===== src/rtl/isqrt_seq.sv =====
// Sequential integer square root: restoring digit-by-digit, one root bit per clock.
// Recovers n from n^2 and reports the remainder radicand - root^2.
module isqrt_seq #(
  parameter int WIDTH_IN = 8
) (
  input  logic                    clk,
  input  logic                    rst,
  input  logic                    in_valid,
  output logic                    in_ready,
  input  logic [WIDTH_IN-1:0]     in_data,
  output logic                    out_valid,
  input  logic                    out_ready,
  output logic [WIDTH_IN/2-1:0]   out_root,
  output logic [WIDTH_IN/2:0]     out_rem,
  output logic                    out_exact
);

  localparam int WR = WIDTH_IN / 2;
  localparam int IW = (WR > 1) ? $clog2(WR) : 1;
  localparam int DW = WR + 3;
  localparam logic [IW-1:0] ITER_FIRST = IW'(WR - 1);

  localparam logic [1:0] IDLE = 2'd0;
  localparam logic [1:0] CALC = 2'd1;
  localparam logic [1:0] DONE = 2'd2;

  if ((WIDTH_IN % 2) != 0 || WIDTH_IN < 2) begin : g_bad_width
    $error("isqrt_seq: WIDTH_IN must be even and >= 2");
  end

  logic [1:0]          state_q, state_d;
  logic [WIDTH_IN-1:0] sh_q, sh_d;
  logic [WR:0]         rem_q, rem_d;
  logic [WR-1:0]       root_q, root_d;
  logic [IW-1:0]       iter_q, iter_d;
  logic [WR-1:0]       outRoot_q, outRoot_d;
  logic [WR:0]         outRem_q, outRem_d;
  logic                outExact_q, outExact_d;

  // Trial subtraction carries two spare bits so the sign bit is a clean borrow.
  logic [DW-1:0] trial;
  logic [DW-1:0] subtrahend;
  logic [DW-1:0] diff;
  logic          fits;
  logic [WR:0]   remNext;
  logic [WR-1:0] rootNext;

  assign trial      = {rem_q, sh_q[WIDTH_IN-1 -: 2]};
  assign subtrahend = {1'b0, root_q, 2'b01};
  assign diff       = trial - subtrahend;
  assign fits       = ~diff[DW-1];
  assign remNext    = fits ? diff[WR:0] : trial[WR:0];
  assign rootNext   = fits ? ((root_q << 1) | WR'(1)) : (root_q << 1);

  always_comb begin
    state_d    = state_q;
    sh_d       = sh_q;
    rem_d      = rem_q;
    root_d     = root_q;
    iter_d     = iter_q;
    outRoot_d  = outRoot_q;
    outRem_d   = outRem_q;
    outExact_d = outExact_q;
    case (state_q)
      IDLE: begin
        if (in_valid) begin
          sh_d    = in_data;
          rem_d   = '0;
          root_d  = '0;
          iter_d  = ITER_FIRST;
          state_d = CALC;
        end
      end
      CALC: begin
        sh_d   = sh_q << 2;
        rem_d  = remNext;
        root_d = rootNext;
        if (iter_q == '0) begin
          outRoot_d  = rootNext;
          outRem_d   = remNext;
          outExact_d = (remNext == '0);
          state_d    = DONE;
        end else begin
          iter_d = iter_q - 1'b1;
        end
      end
      DONE: begin
        if (out_ready) begin
          state_d = IDLE;
        end
      end
      default: state_d = IDLE;
    endcase
  end

  always_ff @(posedge clk or posedge rst) begin
    if (rst) begin
      state_q    <= IDLE;
      sh_q       <= '0;
      rem_q      <= '0;
      root_q     <= '0;
      iter_q     <= '0;
      outRoot_q  <= '0;
      outRem_q   <= '0;
      outExact_q <= 1'b0;
    end else begin
      state_q    <= state_d;
      sh_q       <= sh_d;
      rem_q      <= rem_d;
      root_q     <= root_d;
      iter_q     <= iter_d;
      outRoot_q  <= outRoot_d;
      outRem_q   <= outRem_d;
      outExact_q <= outExact_d;
    end
  end

  assign in_ready  = (state_q == IDLE);
  assign out_valid = (state_q == DONE);
  assign out_root  = outRoot_q;
  assign out_rem   = outRem_q;
  assign out_exact = outExact_q;

`ifndef SYNTHESIS
  // Simulation-only copy of the accepted radicand for the result invariants.
  localparam int SW = WIDTH_IN + 1;
  logic [WIDTH_IN-1:0] radShadow_q;
  logic [SW-1:0]       sqSum;

  always_ff @(posedge clk or posedge rst) begin
    if (rst) begin
      radShadow_q <= '0;
    end else if (state_q == IDLE && in_valid) begin
      radShadow_q <= in_data;
    end
  end

  assign sqSum = SW'(outRoot_q) * SW'(outRoot_q) + SW'(outRem_q);

  a_square_sum : assert property (@(posedge clk) disable iff (rst)
    (state_q == DONE) |-> (sqSum == {1'b0, radShadow_q}));

  a_rem_bound : assert property (@(posedge clk) disable iff (rst)
    (state_q == DONE) |-> (outRem_q <= {outRoot_q, 1'b0}));
`endif

endmodule


===== config.mk =====
export PLATFORM = sky130hd
export DESIGN_NAME = isqrt_seq
export DESIGN_NICKNAME = d
export VERILOG_FILES = /design/src/rtl/isqrt_seq.sv
export SDC_FILE = /design/constraint.sdc
export NUM_CORES = 1
export LEC_CHECK = 0
export CAP_MARGIN = 20
export CORE_AREA = 2 2 65 67
export CTS_CLUSTER_DIAMETER = 150
export DETAILED_ROUTE_END_ITERATION = 12
export DIE_AREA = 0 0 67 69
export PLACE_DENSITY = 0.7
export SYNTH_ARGS = -nofsm -noshare
export SYNTH_HDL_FRONTEND = slang
export SYNTH_SLANG_ARGS = --single-unit

===== constraint.sdc =====
create_clock -name clk -period 1.76 [get_ports clk]
set_clock_uncertainty 0.1 [all_clocks]
set_input_delay 0.176 -clock clk [delete_from_list [all_inputs] [get_ports clk]]
set_output_delay 0.176 -clock clk [all_outputs]
set_load 0.01 [all_outputs]

Yosys cells after proc, flatten, opt, wreduce, memory -nomap -nowiden. Index checks and enable logic that the tools add are counted.

$add $sub $neg: 2. Eq/ne operators: 6. Multiplexer cells: 15. Reduce and logical (&&, ||, !) cells: 8.

Operators by type and width (count): 8-bit one-hot mux with 2 select lines (1); 2-bit 2-to-1 mux (5); 5-bit 2-to-1 mux (2); 5-bit one-hot mux with 2 select lines (1); 8-bit 2-to-1 mux (1); 4-bit one-hot mux with 2 select lines (1); 7-bit by 6-bit subtractor with 7-bit output (1); 2-bit != test, second input constant (3); 2-bit one-hot mux with 3 select lines (1); 3-bit AND reduction (2); 5-bit zero test (1); 2-bit zero test (2); 4-bit 2-to-1 mux (1); 2-bit one-hot mux with 2 select lines (1); 2-bit AND reduction (2); 2-bit by 1-bit equality test with 1-bit output, second input constant (1); 2-bit equality test, second input constant (1); 2-bit by 1-bit != test with 1-bit output, second input constant (1); 2-bit nonzero test (1); 2-bit by 1-bit subtractor with 2-bit output, second input constant (1); 1-bit 2-to-1 mux (1).

Bits in registers: 31. Input bits: 12. Output and inout bits: 12. Word-level logic and storage cells: 39.

Depth between registers and ports, before layout.
Depth in word-level cells: 3. Mapped depth: 8. Gate-level depth less buffers: 8.

Worst setup path before layout. Ideal clock, no wire load.

Path kind: register -> register. From: register rem_q[1]. To: register outExact_q, in the netlist out_exact. Setup time: 0.092 ns. Arrival time: 1.751 ns. Data required time: 1.568 ns. Setup slack: -0.183 ns. Cell stages (with the launch flop): 8. Buffers on the path: 0. Period minus slack after synthesis: 1.943 ns. Path through: dfrtp_1 -> ha_1 -> o21ai_0 -> a21oi_2 -> mux2i_1 -> nor2_4 -> mux2i_1 -> o31ai_2.

Longest elaborated chain between the ends: 3.

Ends and longest elaborated chain: start: declaration (line 33) `logic [WR:0] rem_q, rem_d;`; start signal: assignment (line 109) `rem_q <= rem_d;`; 7-bit by 6-bit subtractor with 7-bit output (line 50) `assign diff = trial - subtrahend;`; 5-bit 2-to-1 mux (*) (line 52) `assign remNext = fits ? diff[WR:0] : trial[WR:0];`; 5-bit zero test (*) (line 81) `outExact_d = (remNext == '0);`; end signal: assignment (line 114) `outExact_q <= outExact_d;`; end: declaration (line 38) `logic outExact_q, outExact_d;`.

Every way passes the cells marked *; elsewhere a longest branch is shown, timed or not. A chain may end at the register's enable or synchronous reset.

Final worst setup path.
From: register root_q[1]. To: register rem_q[2].

Longest elaborated chain between the ends: 3.

Ends and longest elaborated chain: start: declaration (line 34) `logic [WR-1:0] root_q, root_d;`; start signal: assignment (line 110) `root_q <= root_d;`; 7-bit by 6-bit subtractor with 7-bit output (line 50); 5-bit 2-to-1 mux (line 52); 5-bit one-hot mux with 2 select lines (line 64) `case (state_q)`.

Every way passes these cells.

==> flow_summary.yaml <==
placed_design:
  dp_hpwl_mm: 2.407
  io_buffers: 23
  pre_cts_ws_ps: -206.5
  gp_congestion: 0.8472
  dp_cells: 254
grt:
  grt_max_degree: 32
  grt_pass1_vias: 1375
  antenna_found_initial: 0
  grt_use_total_pct: 16.65
  grt_pass1_wl_mm: 5.878
  overflow: 0
drt:
  drt_iter0_drc: 40
  totalWireLength_mm: 3.480
  num_vias: 1325
  wl_per_cell_microns: 13.03
  detail-route-antenna-nets: 0
  viasPerCell: 4.963
  drcViolationCount: 0
  dr.pass1.iters: 4
clock_network:
  clock-sinks: 31
  clk_pin_slew_ps: 60
  htreeDepth: 2
  cts_tree: "yes"
  numCtsBuffers: 5
  cts_buffer_depth: 2
  insertion_delay_ps: 280
  cts_root_buffer: "clkbuf_8"
sta:
  drv_slew: 0
  rsz0062_at_grt: "true"
  fmax_mhz: 521.3
  hold_viol_final: 0
  setup_ws_ps: -158.1
  setup_violations: 12
  period_needed_ps: 1918
  tightest_slew_ps: 392.3
  holdWs_ps: 174.5
  fin_crit_sh_pct: 109.0
  slew_headroom_pct: 73.85
synth:
  yosys.area.top_type: "dfrtp_1"
  netlist_instances: 167
  ys_top_cells_by_area: "dfrtp_1 50%, o21ai_0 7.1%, nand2_1 6.0%"
  synth_seq_area_share_pct: 49.76
  synth_ff_type: "dfrtp_1"
  synth_seq_cells: 31
  synth-edff-count: 0
  ys_types: 28
  syn_nets: 185
  netlist_area_sq_um: 1559
  synth_top_area_share_pct: 49.76
  syn_area_per_cell_sq_um: 9.335
  async_flop_share_pct: 100.0
  yosysWarnings: 0
cells_and_area:
  post_route_cells_drive_above_1_share_pct: 25.35
  area_delta_synth_final_pct: 43.10
  fin_util_pct: 57.00
  n_antenna_cell: 0
  instances_no_fill: 267
  nets: 234
worst_setup_path:
  arrival_ps: 1980
  endpoint_kind: "register"
  cp.required_ps: 1820
  cp_max_fo: 6
  timing.rr.end: "rem_q[2]$_DFFE_PP0P_"
  cp-start-kind: "register"
  worst-setup-path-type: "register to register"
  r2r_start: "root_q[1]$_DFFE_PP0P_"
  r2r_slack_ps: -160
  ff2ff_path_depth: 8
floorplanning:
  core_sq_um: 3914
  io_pins: 24
  die_h_microns: 69
  rows: 23
  initial_utilization_pct: 39.83
  die_area_sq_um: 4623
  die_w_microns: 67
run_status:
  outcome: "finished with violations"
  violations: "negative setup slack"
power:
  ir_drop_mv: 0.6921
  p_leak_uw: 0.0009897
  power_density_nw_per_um2: 2099
  p_total_uw: 4683
run:
  max-cap-violations: 0
min_path:
  hp-class: "primary input to asynchronous set/reset pin"
## worst max-delay path, stage by stage (launching register included)
cell and delay [ps]:
dfrtp_1 390, inv_2 80, ha_4 210, o21ai_4 140, a21oi_4 60, mux2i_4 200, nor2_4 230, mux2i_2 300
o21ai_1 80
## what timing repair did
item / in CTS / in global routing
pin swaps: 3 / 3
hold buffers: 0 / 0
endpoints found under the setup margin: 13 / 14
resized for setup: 7 / 6
buffers inserted: 2 / 3
## sequential cells by signal (all words and copies together), names as in the netlist
name,count
sh_q,8
root_q,4
out_root,4
iter_q,2
out_rem,5
out_exact,1
rem_q,5
state_q,2
## metal layers
layer | routed length [microns] | vias to the layer above | GRT usage, %
met3 | 118 | 5 | 5.383
met4 | 59 | 0 | 5.442
met1 | 1542 | 629 | 20.13
met5 | 0 | - | 0
li1 | - | 667 | -
met2 | 1760 | 24 | 27.50
## cell families (layout without fill, tap and decap cells)
group                    Yosys count  count (layout)  share of synthesized area [%]
AND/OR/NAND/NOR                   52              52                          16.45
adder cells (fa/ha/maj)            6               6                          4.815
AO/OA/AOI/OAI                     49              49                          17.74
flip-flops                        31              31                          49.76
buffers and inverters             18              68                          4.334
multiplexers                       7               7                          4.655
XOR/XNOR                           4               4                          2.247
## power breakdown
part | internal (uW) | switching (uW)
Combinational | 1520 | 1430
Sequential | 1010 | 193
Clock | 277 | 253
## metrics by stage
stage          area, sq um  TNS, ps
2_1_floorplan         1629   -326.9
3_3_place_gp          2062    -1754
3_5_place_dp          2062    -1840
4_1_cts               2181    -1687
5_1_grt               2231    -2827
6_report              2231    -1381
## cell usage in the layout (no fill, tap or decap), types with 2 or more instances in the layout
| cell type | n |
|---|---|
| inv_2 | 3 |
| a21oi_1 | 11 |
| a22oi_1 | 2 |
| clkbuf_1 | 2 |
| nor2_1 | 7 |
| o21ai_0 | 17 |
| dfrtp_1 | 31 |
| clkdlybuf4s50_1 | 23 |
| clkbuf_8 | 5 |
| nor2b_1 | 5 |
| a21oi_2 | 2 |
| xnor2_1 | 4 |
| mux2i_2 | 3 |
| nand2_1 | 25 |
| buf_4 | 24 |
| ha_4 | 4 |
| inv_1 | 9 |
| and3b_1 | 4 |
| o21ai_1 | 8 |
| nand2b_1 | 4 |
## cell usage after synthesis, types with 2 or more instances
master	instances
ha_1	6
mux2i_1	5
dfrtp_1	31
mux2_2	2
a21oi_1	13
and3b_1	4
inv_1	12
nor2_1	8
nor2b_1	5
o21ai_0	22
xnor2_1	4
o21ai_1	5
nand2_1	25
clkbuf_1	6
nand2b_1	5
a22oi_1	2
## worst max path at each step
| stage | endpoint | startpoint | slack (ps) |
|---|---|---|---|
| finish | rem_q[2]$_DFFE_PP0P_ | root_q[1]$_DFFE_PP0P_ | -160 |
| CTS | rem_q[2]$_DFFE_PP0P_ | root_q[1]$_DFFE_PP0P_ | -170 |
| global placement | rem_q[2]$_DFFE_PP0P_ | root_q[0]$_DFFE_PP0P_ | -180 |
| global route | out_rem[0]$_DFFE_PP0P_ | root_q[0]$_DFFE_PP0P_ | -270 |
| floorplan | out_exact$_DFFE_PP0P_ | rem_q[0]$_DFFE_PP0P_ | -40 |
| detailed placement | rem_q[2]$_DFFE_PP0P_ | root_q[0]$_DFFE_PP0P_ | -210 |
## final cells by class
class / instances / area (sq um)
clock buffers: 7 / 76.32
repair buffers: 48 / 430.4
multi-input cells: 118 / 835.8
inverters: 12 / 45.04
fillers: 366 / 1683
clock inverters: 1 / 5.005
flip-flops and latches: 31 / 775.7
well taps: 50 / 62.56
No activity file was read; power rests on OpenSTA's default activity.
